--- src/rtl/engine_cast_sequencer_pkg.sv ---
// Shared types for the cast sequencer: lane-ID typedefs, default sizing and the cast FSM state.
package engine_cast_sequencer_pkg;

  localparam int MASK_WIDTH_DEF      = 8;
  localparam int DATA_WIDTH_DEF      = 64;
  localparam int ID_BUNDLE_WIDTH_DEF = 4;
  localparam int ID_LANE_WIDTH_DEF   = 4;

  typedef logic [ID_BUNDLE_WIDTH_DEF-1:0] bundle_id_t;
  typedef logic [ID_LANE_WIDTH_DEF-1:0]   lane_id_t;

  typedef struct packed {
    bundle_id_t bundle;
    lane_id_t   lane;
  } lane_ids_t;

  typedef enum logic [0:0] {
    ST_IDLE = 1'b0,
    ST_CAST = 1'b1
  } cast_state_e;

endpackage

--- src/rtl/engine_cast_sequencer_select.sv ---
// Lowest-set-bit picker: one-hot of the lowest set bit of vec plus its binary index.
module onehot_lowest_select #(
  parameter int W  = 8,
  parameter int IW = (W > 1) ? $clog2(W) : 1
) (
  input  logic [W-1:0]  vec,
  output logic [W-1:0]  onehot,
  output logic [IW-1:0] index
);

  localparam logic [W-1:0] ONE = W'(1);

  always_comb begin
    onehot = vec & ~(vec - ONE);
    index  = '0;
    // Scan downward so the lowest set bit wins.
    for (int i = W - 1; i >= 0; i--) begin
      if (vec[i]) index = IW'(i);
    end
  end

endmodule

--- src/rtl/engine_cast_sequencer.sv ---
// Serializes one payload into one tagged beat per set cast-mask bit, lowest lane first.
module engine_cast_sequencer
  import engine_cast_sequencer_pkg::*;
#(
  parameter int MASK_WIDTH      = MASK_WIDTH_DEF,
  parameter int DATA_WIDTH      = DATA_WIDTH_DEF,
  parameter int ID_BUNDLE_WIDTH = ID_BUNDLE_WIDTH_DEF,
  parameter int ID_LANE_WIDTH   = ID_LANE_WIDTH_DEF,
  localparam int RW = $clog2(MASK_WIDTH) + 1,
  localparam int IW = (MASK_WIDTH > 1) ? $clog2(MASK_WIDTH) : 1
) (
  input  logic                                  ap_clk,
  input  logic                                  areset,
  input  logic                                  in_valid,
  output logic                                  in_ready,
  input  logic [DATA_WIDTH-1:0]                 in_data,
  input  logic [MASK_WIDTH-1:0]                 in_cast_mask,
  input  logic [MASK_WIDTH*ID_BUNDLE_WIDTH-1:0] cfg_ops_bundle,
  input  logic [MASK_WIDTH*ID_LANE_WIDTH-1:0]   cfg_ops_lane,
  output logic                                  out_valid,
  input  logic                                  out_ready,
  output logic [DATA_WIDTH-1:0]                 out_data,
  output logic [ID_BUNDLE_WIDTH-1:0]            out_id_bundle,
  output logic [ID_LANE_WIDTH-1:0]              out_id_lane,
  output logic [MASK_WIDTH-1:0]                 out_lane_onehot,
  output logic                                  out_last,
  output logic [RW-1:0]                         out_remaining,
  output logic [15:0]                           drop_count,
  output cast_state_e                           cast_state
);

  localparam logic [MASK_WIDTH-1:0] ONE = MASK_WIDTH'(1);

  // Handshakes: a transfer happens on a side only in a cycle where its valid and ready are both high;
  // out_valid, once raised, holds with its beat stable until out_ready takes it.
  cast_state_e           state_q, state_d;
  logic [MASK_WIDTH-1:0] pending_q;
  logic [DATA_WIDTH-1:0] data_q;
  logic [15:0]           drop_q;
  logic [MASK_WIDTH-1:0] sel;
  logic [IW-1:0]         sel_idx;
  logic [MASK_WIDTH-1:0] rest;
  logic                  is_last, hs, accept, load;

  onehot_lowest_select #(.W(MASK_WIDTH), .IW(IW)) u_select (
    .vec    (pending_q),
    .onehot (sel),
    .index  (sel_idx)
  );

  assign rest    = pending_q & (pending_q - ONE);
  assign is_last = (rest == '0);
  assign hs      = out_valid & out_ready;
  assign accept  = in_valid & in_ready;
  assign load    = accept & (in_cast_mask != '0);

  always_ff @(posedge ap_clk) begin
    if (areset) state_q <= ST_IDLE;
    else        state_q <= state_d;
  end

  always_comb begin
    state_d = state_q;
    case (state_q)
      ST_IDLE: if (load) state_d = ST_CAST;
      ST_CAST: if (hs && is_last) state_d = load ? ST_CAST : ST_IDLE;
      default: state_d = ST_IDLE;
    endcase
  end

  always_comb begin
    out_valid     = (state_q == ST_CAST);
    in_ready      = ~areset & ((state_q == ST_IDLE) | (out_valid & out_ready & is_last));
    out_last      = out_valid & is_last;
    out_id_bundle = '0;
    out_id_lane   = '0;
    if (out_valid) begin
      out_id_bundle = cfg_ops_bundle[sel_idx*ID_BUNDLE_WIDTH +: ID_BUNDLE_WIDTH];
      out_id_lane   = cfg_ops_lane[sel_idx*ID_LANE_WIDTH +: ID_LANE_WIDTH];
    end
    out_remaining = '0;
    for (int i = 0; i < MASK_WIDTH; i++) begin
      out_remaining = out_remaining + RW'(pending_q[i]);
    end
  end

  // A same-cycle reload on the final beat overrides the clear of the finished mask.
  always_ff @(posedge ap_clk) begin
    if (areset) begin
      pending_q <= '0;
      data_q    <= '0;
      drop_q    <= '0;
    end else begin
      if (load) begin
        pending_q <= in_cast_mask;
        data_q    <= in_data;
      end else if (hs) begin
        pending_q <= rest;
      end
      if (accept && (in_cast_mask == '0) && (drop_q != 16'hFFFF)) drop_q <= drop_q + 16'd1;
    end
  end

  assign out_data        = data_q;
  assign out_lane_onehot = sel;
  assign drop_count      = drop_q;
  assign cast_state      = state_q;

endmodule

--- config.mk ---
export PLATFORM = sky130hd
export DESIGN_NAME = engine_cast_sequencer
export DESIGN_NICKNAME = d
export VERILOG_FILES = /design/src/rtl/engine_cast_sequencer_pkg.sv /design/src/rtl/engine_cast_sequencer_select.sv /design/src/rtl/engine_cast_sequencer.sv
export SDC_FILE = /design/constraint.sdc
export NUM_CORES = 1
export LEC_CHECK = 0
export ABC_CLOCK_PERIOD_IN_PS = 6800
export BUFFER_PORTS_ARGS = -buffer_cell sky130_fd_sc_hd__buf_4
export CAP_MARGIN = 40
export CORE_ASPECT_RATIO = 0.8
export CORE_MARGIN = 4
export CORE_UTILIZATION = 49
export CTS_CLUSTER_SIZE = 20
export DETAILED_ROUTE_END_ITERATION = 6
export PLACE_DENSITY_LB_ADDON = 0.3
export SETUP_SLACK_MARGIN = 0.05
export SKIP_CTS_REPAIR_TIMING = 1
export SYNTH_ARGS = -nofsm -noshare
export SYNTH_HDL_FRONTEND = slang
export SYNTH_SLANG_ARGS = --single-unit
--- constraint.sdc ---
create_clock -name ap_clk -period 6.8 [get_ports ap_clk]
set_input_delay 0 -clock ap_clk [delete_from_list [all_inputs] [get_ports ap_clk]]
set_output_delay 0 -clock ap_clk [all_outputs]
set_load 0.05 [all_outputs]
# Word-level counts from Yosys, hierarchy flattened

Cells that the tools add are included.

Word-level logic and storage cells: 50
Bits in registers: 89
Output and inout port bits: 104
Input bits: 140

Eq/ne operators: 1
Bitwise operators: 12
Shift-type cells: 2
$add $sub $neg: 9
Reductions and logical operators: 7
Multiplexer cells: 15

Operators by type and width:

| cell                                                                | number |
|---|---|
| 32-bit by 6-bit indexed part select with 4-bit output               | 2 |
| 3-bit two-way mux                                                   | 8 |
| 16-bit by 1-bit adder with 16-bit output (second input constant)    | 1 |
| 4-bit by 1-bit adder with 4-bit output                              | 4 |
| 8-bit bitwise AND                                                   | 2 |
| 8-bit zero test                                                     | 2 |
| 8-bit two-way mux                                                   | 2 |
| 16-bit inequality test (second input constant)                      | 1 |
| 4-bit two-way mux                                                   | 2 |
| 8-bit NOT                                                           | 1 |
| 8-bit nonzero test                                                  | 1 |
| 8-bit by 1-bit subtractor with 8-bit output (second input constant) | 1 |
| 1-bit bitwise AND                                                   | 6 |
| 3-bit by 1-bit adder with 4-bit output                              | 1 |
| 2-bit by 1-bit adder with 3-bit output                              | 1 |
| 1-bit logical AND                                                   | 3 |
| 1-bit by 1-bit adder with 2-bit output                              | 1 |
| 1-bit two-way mux                                                   | 2 |
| 1-bit NOT                                                           | 2 |
| 1-bit one-hot mux with 2 select lines                               | 1 |
| 2-bit nonzero test                                                  | 1 |
| 1-bit OR                                                            | 1 |

# Logic depth before layout (Yosys ltp)

Gate-level depths: netlist (run 1).

Depth after elaboration: 11
Gate-level depth with buffers: 10
Mapped depth without buffers: 9

# By module

A second synthesis (run 1) with hierarchy kept.

Cells, all modules: 526
Area, all modules: 4461.8 sq um

By module, submodules not included:

| module                | area each (sq um) | cells an instance | times used |
|---|---|---|---|
| engine_cast_sequencer | 4317.9            | 506               | 1 |
| onehot_lowest_select  | 143.9             | 20                | 1 |

# Worst setup path before layout (run 1)

Ideal clock, no wire load.

Path type: reg-to-output
Start: register pending_q[0]
End: output port out_remaining[2]
Stages on the path, launching flop included: 10
Data arrival time: 3.306 ns
Required time: 6.800 ns
Setup slack: 3.494 ns
Path through: dfxtp_1 fa_1 inv_1 fa_1 fa_1 inv_1 ha_1 inv_1 fa_1 xnor2_1

Word-level cells in the longest chain between the ends: 7

RTL lines:

| what                                                 | RTL line                    | RTL |
|---|---|---|
| start, declared                                      | engine_cast_sequencer.sv:37 | `logic [MASK_WIDTH-1:0] pending_q;` |
| start signal, assigned                               | engine_cast_sequencer.sv:95 | `pending_q <= in_cast_mask;` |
| start signal, assigned                               | engine_cast_sequencer.sv:98 | `pending_q <= rest;` |
| 1-bit by 1-bit adder with 2-bit output               | engine_cast_sequencer.sv:83 | `out_remaining = out_remaining + RW'(pending_q[i]);` |
| 2-bit by 1-bit adder with 3-bit output               | engine_cast_sequencer.sv:83 |  |
| 3-bit by 1-bit adder with 4-bit output               | engine_cast_sequencer.sv:83 |  |
| 4-bit by 1-bit adder with 4-bit output (4 in series) | engine_cast_sequencer.sv:83 |  |
| end, declared                                        | engine_cast_sequencer.sv:27 | `output logic [RW-1:0] out_remaining,` |

No other way between the ends.

# Worst setup path after layout (run 1)

Start: register pending_q[3]
End: output port out_remaining[2]

Word-level cells in the longest chain between the ends: 5

RTL lines:

| what                                                 | RTL line |
|---|---|
| 3-bit by 1-bit adder with 4-bit output               | engine_cast_sequencer.sv:83 |
| 4-bit by 1-bit adder with 4-bit output (4 in series) | engine_cast_sequencer.sv:83 |

No other way between the ends.

==> impl_metrics.prom, run 1 <==
# TYPE chip_impl_metric gauge
chip_impl_metric{name="post-synth-top-area-fraction",unit="%"} 38.3
chip_impl_metric{name="synth-async-reset-ratio",unit="%"} 0
chip_impl_metric{name="num_io_pins",unit=""} 244
chip_impl_metric{name="worst_ep_arrival_time",unit="ns"} 3.65
chip_impl_metric{name="total_power",unit="mW"} 1.59
chip_impl_metric{name="globalRoute.totalOverflow",unit=""} 0
chip_impl_info{name="cp_common_cell",value="sky130_fd_sc_hd__fa_1"} 1
chip_impl_metric{name="final-setup-viol-count",unit=""} 0
chip_impl_metric{name="netlist_instances",unit=""} 576
chip_impl_metric{name="initial_core_util",unit="%"} 50.9
chip_impl_metric{name="gpl.final_weighted_congestion",unit=""} 0.912
chip_impl_metric{name="post-route-drc-count",unit=""} 0
chip_impl_metric{name="rows",unit=""} 31
chip_impl_metric{name="yosys_warnings",unit=""} 0
chip_impl_info{name="synth_ff_type",value="sky130_fd_sc_hd__dfxtp_1"} 1
chip_impl_metric{name="largest_net_degree_at_the_start_of_global_routing",unit=""} 94
chip_impl_metric{name="wire_length_of_the_first_global_routing_pass",unit="mm"} 25.3
chip_impl_metric{name="die_footprint",unit="mm2"} 0.0111
chip_impl_metric{name="worstSkewPairLatency",unit="ns"} 0.34
chip_impl_metric{name="crit_required",unit="ns"} 6.80
chip_impl_metric{name="final_net_count",unit=""} 1005
chip_impl_metric{name="totalNegativeSetupSlack",unit="ns"} 0
chip_impl_metric{name="area_of_the_core",unit="mm2"} 0.00915
chip_impl_metric{name="area_growth_syn_to_layout",unit="%"} 61.5
chip_impl_metric{name="numCtsBuffers",unit=""} 9
chip_impl_metric{name="chipHeight",unit="um"} 95.2
chip_impl_metric{name="wl_met2",unit="mm"} 9.55
chip_impl_metric{name="cts.sink_count",unit=""} 89
chip_impl_metric{name="cellPowerDensity",unit="mW/mm2"} 212
chip_impl_metric{name="synth.ff_latch_count",unit=""} 89
chip_impl_info{name="status",value="finished clean"} 1
chip_impl_metric{name="clock_skew",unit="ns"} 0.00474
chip_impl_metric{name="synth_enable_flop_cells",unit=""} 0
chip_impl_info{name="worstPathCellList",value="fa_1 > inv_1 > fa_1 > fa_1 > inv_1 > ha_1 > inv_1 > fa_1 > xnor2_1 > buf_4"} 1
chip_impl_metric{name="detail_route.first_pass.iterations",unit=""} 6
chip_impl_metric{name="detailed_placer_s_ending_hpwl",unit="mm"} 12.0
chip_impl_metric{name="relSlewSlack",unit="%"} 36.1
chip_impl_metric{name="worst_supply_voltage_drop_on_vdd",unit="mV"} 0.164
chip_impl_metric{name="grt_usage",unit="%"} 28.2
chip_impl_metric{name="ant_nets",unit=""} 0
chip_impl_metric{name="netlist-cell-type-count",unit=""} 48
chip_impl_info{name="synth_largest_area_cell",value="sky130_fd_sc_hd__dfxtp_1"} 1
chip_impl_info{name="post_synth_main_area_contributors",value="sky130_fd_sc_hd__dfxtp_1 (38%), sky130_fd_sc_hd__nand3_1 (8.8%), sky130_fd_sc_hd__a21oi_1 (8.7%)"} 1
chip_impl_metric{name="share_of_post_route_cells_with_drive_strength_above_1",unit="%"} 32.1
chip_impl_info{name="top_library_cells_by_usage_in_the_layout_fill_and_taps_aside",value="sky130_fd_sc_hd__buf_4 (249), sky130_fd_sc_hd__dfxtp_1 (89), sky130_fd_sc_hd__nand3_1 (82), sky130_fd_sc_hd__a21oi_1 (80), sky130_fd_sc_hd__o21ai_0 (73)"} 1
chip_impl_metric{name="route.final.wire_length",unit="mm"} 19.5
chip_impl_metric{name="drv.max_cap_violation_count",unit=""} 0
chip_impl_metric{name="postSynthAreaPerCell",unit="um2"} 8.08
chip_impl_info{name="top_layer",value="met4"} 1
chip_impl_info{name="clock_tree.root_cell",value="sky130_fd_sc_hd__clkbuf_16"} 1
chip_impl_metric{name="drt-vias-per-instance",unit=""} 6.16
chip_impl_info{name="min-delay-path-class",value="input pin to flip-flop"} 1
chip_impl_metric{name="cp_slowest_stage_delay",unit="ns"} 0.78
chip_impl_info{name="timing.critical_path.slowest_stage_cell",value="sky130_fd_sc_hd__dfxtp_1"} 1
chip_impl_metric{name="final_min_period_over_clock_period",unit="%"} 53.7
chip_impl_metric{name="io_buffers",unit=""} 243
chip_impl_metric{name="number_of_global_route_vias_before_repair",unit=""} 4987
chip_impl_metric{name="clkSlewWorstSetupHoldPaths",unit="ns"} 0.06
chip_impl_metric{name="hold_violations",unit=""} 0
chip_impl_metric{name="drt-wirelength-per-cell",unit="um"} 20.0
chip_impl_metric{name="cts-root-to-sink-buffers",unit=""} 2
chip_impl_metric{name="worst-slew-pin-transition",unit="ns"} 0.958
chip_impl_metric{name="number_of_antenna_violations_at_the_first_check_in_global_routing",unit=""} 1
chip_impl_metric{name="drtIter0Drc",unit=""} 661
chip_impl_metric{name="synth_nets",unit=""} 727
chip_impl_metric{name="via_count",unit=""} 6008
chip_impl_info{name="grt_setup_unrepaired",value="no"} 1
chip_impl_info{name="criticalPathCategory",value="flip-flop to output port"} 1
chip_impl_metric{name="num-fill-cells",unit=""} 548
chip_impl_info{name="critical_path.startpoint_type",value="flip-flop"} 1
chip_impl_metric{name="synth_area",unit="mm2"} 0.00466
chip_impl_metric{name="wl_met1",unit="mm"} 7.06
chip_impl_info{name="clock_tree_from_tritoncts",value="yes"} 1
chip_impl_info{name="mostFrequentLayoutCell",value="sky130_fd_sc_hd__buf_4"} 1
chip_impl_metric{name="final_max_slew_viol_count",unit=""} 0
chip_impl_metric{name="power.leakage",unit="nW"} 3.24
chip_impl_metric{name="critical_path_peak_fanout",unit=""} 19
chip_impl_info{name="crit_path_end_kind",value="output port"} 1
chip_impl_metric{name="timing.final.crit_period",unit="ns"} 3.65
chip_impl_metric{name="h_tree_level_count",unit=""} 3
chip_impl_metric{name="die_width",unit="um"} 117
chip_impl_metric{name="fmaxAchievable",unit="MHz"} 274
chip_impl_metric{name="yosysSeqAreaShare",unit="%"} 38.3
chip_impl_metric{name="route.met3.wl",unit="mm"} 1.89
-- critical path: cells and delay by family, from the launching register on --
| family | cells | cell delay, ns |
|---|---|---|
| fa+ha+maj | 5 | 1.94 |
| flops | 1 | 0.78 |
| buf+inv | 4 | 0.45 |
| xor+xnor | 1 | 0.15 |
-- cells by family after synthesis --
logic type               after synthesis  synth area share [%]
AO/OA/AOI/OAI                        235                  30.6
AND/OR/NAND/NOR                      156                  18.1
adder cells (fa/ha/maj)               11                  3.60
multiplexers                          13                  2.90
flip-flops                            89                  38.3
XOR/XNOR                               1                 0.188
buffers and inverters                 71                  6.34
-- metrics by stage --
stage          hold WS [ns]  setup slack, ns  util (%)  cell area (um2)  cells
2_1_floorplan         0.127             3.49         -             4660    576
3_3_place_gp          0.242             3.63      70.6             6460    884
3_5_place_dp          0.243             3.51      70.7             6470    886
4_1_cts              -0.107             3.20      74.2             6800    902
5_1_grt              0.0558             2.96      82.1             7520    975
6_report             0.0513             3.15      82.1             7520    975
-- metal layers --
metal | GRT usage [%] | vias up
met1 | 35.8 | 2784
met3 | 7.49 | 87
li1 | - | 2727
met4 | 7.35 | 0
met2 | 47.6 | 410
met5 | 0 | -
-- path summary, 6_finish.rpt --
kind	end	start	slack, ns	depth (start not counted)
max reg2reg	out_data[46]	pending_q[0]	3.32	8
min reg2reg	out_data[16]	out_data[16]	0.48	2
max	out_remaining[2]	pending_q[3]	3.15	10
min	pending_q[2]	out_ready	0.05	3
-- report_power, final --
| part | switching (mW) | total, mW | internal (mW) |
|---|---|---|---|
| Clock | 0.201 | 0.534 | 0.333 |
| Sequential | 0.0261 | 0.571 | 0.545 |
| Combinational | 0.298 | 0.487 | 0.189 |
-- synthesized netlist by cell type, types with 4 or more instances --
cell and n:
sky130_fd_sc_hd__nand2_1 8, sky130_fd_sc_hd__nor2_1 12, sky130_fd_sc_hd__nand4_1 4, sky130_fd_sc_hd__and3_1 8
sky130_fd_sc_hd__buf_2 5, sky130_fd_sc_hd__nand2b_1 5, sky130_fd_sc_hd__o211a_1 8, sky130_fd_sc_hd__ha_1 7
sky130_fd_sc_hd__mux2_2 4, sky130_fd_sc_hd__nor2b_1 6, sky130_fd_sc_hd__a211oi_1 16, sky130_fd_sc_hd__o41ai_1 6
sky130_fd_sc_hd__o21ai_0 74, sky130_fd_sc_hd__clkbuf_1 45, sky130_fd_sc_hd__nor3_1 6, sky130_fd_sc_hd__nor4_1 5
sky130_fd_sc_hd__dfxtp_1 89, sky130_fd_sc_hd__inv_1 15, sky130_fd_sc_hd__o211ai_1 10, sky130_fd_sc_hd__nand3_1 82
sky130_fd_sc_hd__mux2i_1 9, sky130_fd_sc_hd__o22ai_1 9, sky130_fd_sc_hd__or4_1 8, sky130_fd_sc_hd__a2bb2oi_1 8
sky130_fd_sc_hd__a21oi_1 81, sky130_fd_sc_hd__o31ai_1 10, sky130_fd_sc_hd__fa_1 4
-- flip-flops by register name (all words and copies together), names as in the netlist --
signal      flops
pending_q       8
cast_state      1
drop_count     16
out_data       64
-- area by class of cell --
class                      instances  area (um2)  share of cell area, %
multi-input combinational        416        2610                   34.8
timing repair buffer             322        2590                   34.5
sequential                        89        1780                   23.7
clock buffer                      12         246                   3.28
tap                              115         144                   1.91
clock inverter                     4        76.3                   1.01
inverter                          16        60.1                  0.799
antenna                            1        2.50                 0.0333
No activity file was read; power rests on OpenSTA's default activity.
==> run 2: changes to the inputs <==
--- a/config.mk
+++ b/config.mk
@@ -5,12 +5,13 @@
 export SDC_FILE = /design/constraint.sdc
 export NUM_CORES = 1
 export LEC_CHECK = 0
-export ABC_CLOCK_PERIOD_IN_PS = 6800
+export ABC_AREA = 1
+export ABC_CLOCK_PERIOD_IN_PS = 3000
 export BUFFER_PORTS_ARGS = -buffer_cell sky130_fd_sc_hd__buf_4
 export CAP_MARGIN = 40
 export CORE_ASPECT_RATIO = 0.8
 export CORE_MARGIN = 4
-export CORE_UTILIZATION = 49
+export CORE_UTILIZATION = 41
 export CTS_CLUSTER_SIZE = 20
 export DETAILED_ROUTE_END_ITERATION = 6
 export PLACE_DENSITY_LB_ADDON = 0.3
==> constraint.sdc (replaced) <==
create_clock -name ap_clk -period 3 [get_ports ap_clk]
set_input_delay 0 -clock ap_clk [delete_from_list [all_inputs] [get_ports ap_clk]]
set_output_delay 0 -clock ap_clk [all_outputs]
set_load 0.05 [all_outputs]
==> impl_metrics.prom, run 2 <==
# TYPE chip_impl_metric gauge
chip_impl_metric{name="largest_net_degree_at_the_start_of_global_routing",unit=""} 80
chip_impl_metric{name="number_of_global_route_vias_before_repair",unit=""} 4932
chip_impl_info{name="post_synth_main_area_contributors",value="sky130_fd_sc_hd__dfxtp_1 (38%), sky130_fd_sc_hd__nand2_1 (19%), sky130_fd_sc_hd__a21oi_1 (9.5%)"} 1
chip_impl_info{name="worstReg2RegEnd",value="drop_count[5]"} 1
chip_impl_metric{name="io_buffers",unit=""} 243
chip_impl_metric{name="cellPowerDensity",unit="mW/mm2"} 468
chip_impl_metric{name="number_of_antenna_violations_at_the_first_check_in_global_routing",unit=""} 0
chip_impl_metric{name="worst-slew-pin-transition",unit="ns"} 0.812
chip_impl_metric{name="detailed_place.area",unit="mm2"} 0.00662
chip_impl_metric{name="postSynthAreaPerCell",unit="um2"} 6.46
chip_impl_metric{name="total_power",unit="mW"} 3.56
chip_impl_metric{name="via_count",unit=""} 5643
chip_impl_metric{name="worst_slack",unit="ns"} -0.0964
chip_impl_metric{name="synth-async-reset-ratio",unit="%"} 0
chip_impl_info{name="crit-reg2reg-launch",value="pending_q[0]"} 1
chip_impl_metric{name="power.leakage",unit="nW"} 3.67
chip_impl_metric{name="worstSkewPairLatency",unit="ns"} 0.34
chip_impl_info{name="clock_tree.root_cell",value="sky130_fd_sc_hd__clkbuf_16"} 1
chip_impl_info{name="worstPathCellList",value="fa_1 > inv_1 > fa_1 > fa_1 > inv_1 > ha_2 > inv_2 > fa_2 > xnor2_4 > buf_6"} 1
chip_impl_metric{name="rrSetupSlack",unit="ns"} 0.70
chip_impl_info{name="top_library_cells_by_usage_in_the_layout_fill_and_taps_aside",value="sky130_fd_sc_hd__buf_4 (252), sky130_fd_sc_hd__nand2_1 (231), sky130_fd_sc_hd__a21oi_1 (89), sky130_fd_sc_hd__dfxtp_1 (88), sky130_fd_sc_hd__nor2_1 (81)"} 1
chip_impl_metric{name="post-synth-top-area-fraction",unit="%"} 38.2
chip_impl_metric{name="share_of_post_route_cells_with_drive_strength_above_1",unit="%"} 28.6
chip_impl_metric{name="final-setup-viol-count",unit=""} 2
chip_impl_metric{name="num-fill-cells",unit=""} 888
chip_impl_info{name="min-delay-path-class",value="input pin to flip-flop"} 1
chip_impl_info{name="mostFrequentLayoutCell",value="sky130_fd_sc_hd__buf_4"} 1
chip_impl_metric{name="post-route-drc-count",unit=""} 0
chip_impl_metric{name="initial_core_util",unit="%"} 42.5
chip_impl_metric{name="numCtsBuffers",unit=""} 9
chip_impl_metric{name="area.sequential",unit="mm2"} 0.00178
chip_impl_metric{name="netlist_instances",unit=""} 722
chip_impl_metric{name="die_footprint",unit="mm2"} 0.0132
chip_impl_metric{name="fmaxAchievable",unit="MHz"} 323
chip_impl_info{name="timing.critical_path.slowest_stage_cell",value="sky130_fd_sc_hd__fa_1"} 1
chip_impl_info{name="cp_common_cell",value="sky130_fd_sc_hd__fa_1"} 1
chip_impl_metric{name="die_width",unit="um"} 127
chip_impl_info{name="grt_setup_unrepaired",value="yes"} 1
chip_impl_metric{name="timing.hold.worst_path_depth",unit=""} 4
chip_impl_metric{name="synth_enable_flop_cells",unit=""} 0
chip_impl_metric{name="clock_skew",unit="ns"} 0.0136
chip_impl_metric{name="cts-root-to-sink-buffers",unit=""} 2
chip_impl_metric{name="drt-wirelength-per-cell",unit="um"} 13.8
chip_impl_metric{name="num_io_pins",unit=""} 244
chip_impl_metric{name="clkSlewWorstSetupHoldPaths",unit="ns"} 0.07
chip_impl_info{name="most_used_standard_cell_by_instance_count_after_synthesis",value="sky130_fd_sc_hd__nand2_1"} 1
chip_impl_info{name="violations_in_the_final_reports",value="setup timing"} 1
chip_impl_metric{name="detailed_placer_s_ending_hpwl",unit="mm"} 11.0
chip_impl_metric{name="yosysSeqAreaShare",unit="%"} 38.2
chip_impl_metric{name="gpl.final_weighted_congestion",unit=""} 0.857
chip_impl_metric{name="worst_supply_voltage_drop_on_vdd",unit="mV"} 0.386
chip_impl_metric{name="critical_path_peak_fanout",unit=""} 2
chip_impl_metric{name="worst_ep_arrival_time",unit="ns"} 3.10
chip_impl_metric{name="route.final.wire_length",unit="mm"} 16.1
chip_impl_metric{name="relSlewSlack",unit="%"} 45.8
chip_impl_metric{name="timing.final.crit_period",unit="ns"} 3.10
chip_impl_metric{name="finish.instance_area",unit="mm2"} 0.00760
chip_impl_metric{name="area_growth_syn_to_layout",unit="%"} 63.0
chip_impl_info{name="worstHoldEndpoint",value="cast_state"} 1
chip_impl_info{name="status",value="complete, but fails checks"} 1
chip_impl_metric{name="detail_route.first_pass.iterations",unit=""} 5
chip_impl_metric{name="grt_usage",unit="%"} 20.9
chip_impl_metric{name="wire_length_of_the_first_global_routing_pass",unit="mm"} 22.8
chip_impl_metric{name="final_max_slew_viol_count",unit=""} 0
chip_impl_metric{name="crit_required",unit="ns"} 3.00
chip_impl_metric{name="rows",unit=""} 34
chip_impl_metric{name="synth_nets",unit=""} 873
chip_impl_metric{name="cts.sink_count",unit=""} 89
chip_impl_metric{name="drtIter0Drc",unit=""} 286
chip_impl_metric{name="drt-vias-per-instance",unit=""} 4.84
chip_impl_info{name="clock_tree_from_tritoncts",value="yes"} 1
chip_impl_metric{name="worstRegToRegCells",unit=""} 14
chip_impl_metric{name="synth_area",unit="mm2"} 0.00467
chip_impl_metric{name="netlist-cell-type-count",unit=""} 33
chip_impl_info{name="synth.top_cells.by_count",value="sky130_fd_sc_hd__nand2_1 (231), sky130_fd_sc_hd__a21oi_1 (89), sky130_fd_sc_hd__dfxtp_1 (89)"} 1
chip_impl_metric{name="h_tree_level_count",unit=""} 3
chip_impl_info{name="crit_path_end_kind",value="output port"} 1
chip_impl_metric{name="diodes",unit=""} 0
chip_impl_info{name="critical_path.startpoint_type",value="flip-flop"} 1
chip_impl_info{name="synth_ff_type",value="sky130_fd_sc_hd__dfxtp_1"} 1
chip_impl_info{name="holdCritStartpoint",value="areset"} 1
chip_impl_metric{name="yosys_warnings",unit=""} 0
chip_impl_info{name="criticalPathCategory",value="flip-flop to output port"} 1
chip_impl_metric{name="final_net_count",unit=""} 1168
chip_impl_metric{name="globalRoute.totalOverflow",unit=""} 0
chip_impl_metric{name="area_of_the_core",unit="mm2"} 0.0110
chip_impl_metric{name="preCtsSetupSlack",unit="ns"} 0.136
chip_impl_metric{name="max_ffs_per_register",unit=""} 64
chip_impl_metric{name="final_core_utilization",unit="%"} 69.3
chip_impl_metric{name="synth.ff_latch_count",unit=""} 89
chip_impl_info{name="synth_largest_area_cell",value="sky130_fd_sc_hd__dfxtp_1"} 1
chip_impl_metric{name="cp_slowest_stage_delay",unit="ns"} 0.52
chip_impl_metric{name="chipHeight",unit="um"} 103
chip_impl_metric{name="ant_nets",unit=""} 0
chip_impl_metric{name="multi_input_comb_area",unit="mm2"} 0.00241
chip_impl_metric{name="final_min_period_over_clock_period",unit="%"} 103
chip_impl_metric{name="drv.max_cap_violation_count",unit=""} 0
chip_impl_metric{name="hold_violations",unit=""} 0
-- run 2: kinds of logic (layout without fill, tap and decap cells) --
family / Yosys count / in the layout / synth area share (%)
and+or+nand+nor: 377 / 377 / 33.4
AOI/OAI and AO/OA: 125 / 125 / 14.0
buffers and inverters: 119 / 419 / 10.6
DFF: 89 / 89 / 38.2
adders and majority gates: 11 / 11 / 3.59
xor gates and xnor gates: 1 / 1 / 0.188
-- run 2: metrics by stage --
stage,cells,setup TNS (ns),hold WS (ns)
floorplan,722,0,0.143
global placement,1084,0,0.252
detailed placement,1084,0,0.259
CTS,1100,-0.340,-0.0986
global route,1166,-0.467,0.0897
finish,1166,-0.192,0.0735
-- run 2: metal layers --
| metal | part of all wire [%] | up-vias | wire length [um] | track usage (%) |
|---|---|---|---|---|
| met3 | 9.1 | 29 | 1480 | 7.96 |
| met1 | 39 | 2518 | 6260 | 24.9 |
| li1 | - | 2859 | - | - |
| met4 | 1.9 | 0 | 309 | 6.27 |
| met2 | 50 | 237 | 8100 | 35.6 |
| met5 | 0 | - | 0 | 0 |
-- run 2: where the power goes --
part           leakage (nW)  total [mW]  internal [mW]  switching [mW]
logic                  2.79        1.12          0.439           0.684
clock network         0.151        1.17          0.666           0.504
registers             0.726        1.26           1.23          0.0329
total                  3.67        3.56           2.34            1.22
-- run 2: final cells by class --
class                      count  share of cell area, %
timing repair buffer         322                   34.4
multi-input combinational    514                   31.7
sequential                    89                   23.4
inverter                      81                   4.00
clock buffer                  10                   3.01
tap                          144                   2.37
clock inverter                 6                   1.07
-- run 2: how the worst max path moves through the flow --
stage,from,endpoint,slack (ns),cells past startpoint
global placement,pending_q[0],out_remaining[2],0.17,10
CTS,pending_q[0],out_remaining[2],-0.23,10
detailed placement,pending_q[0],out_remaining[2],0.14,10
global route,pending_q[0],out_remaining[1],-0.23,10
floorplan,pending_q[0],out_remaining[2],0.10,9
finish,pending_q[0],out_remaining[2],-0.1,10
-- run 2: worst max-delay path: cells and delay by family (launching register included) --
kind	cells	cell delay (ns)
buffers and inverters	4	0.32
DFF	1	0.33
xor gates and xnor gates	1	0.14
adders and majority gates	5	1.96
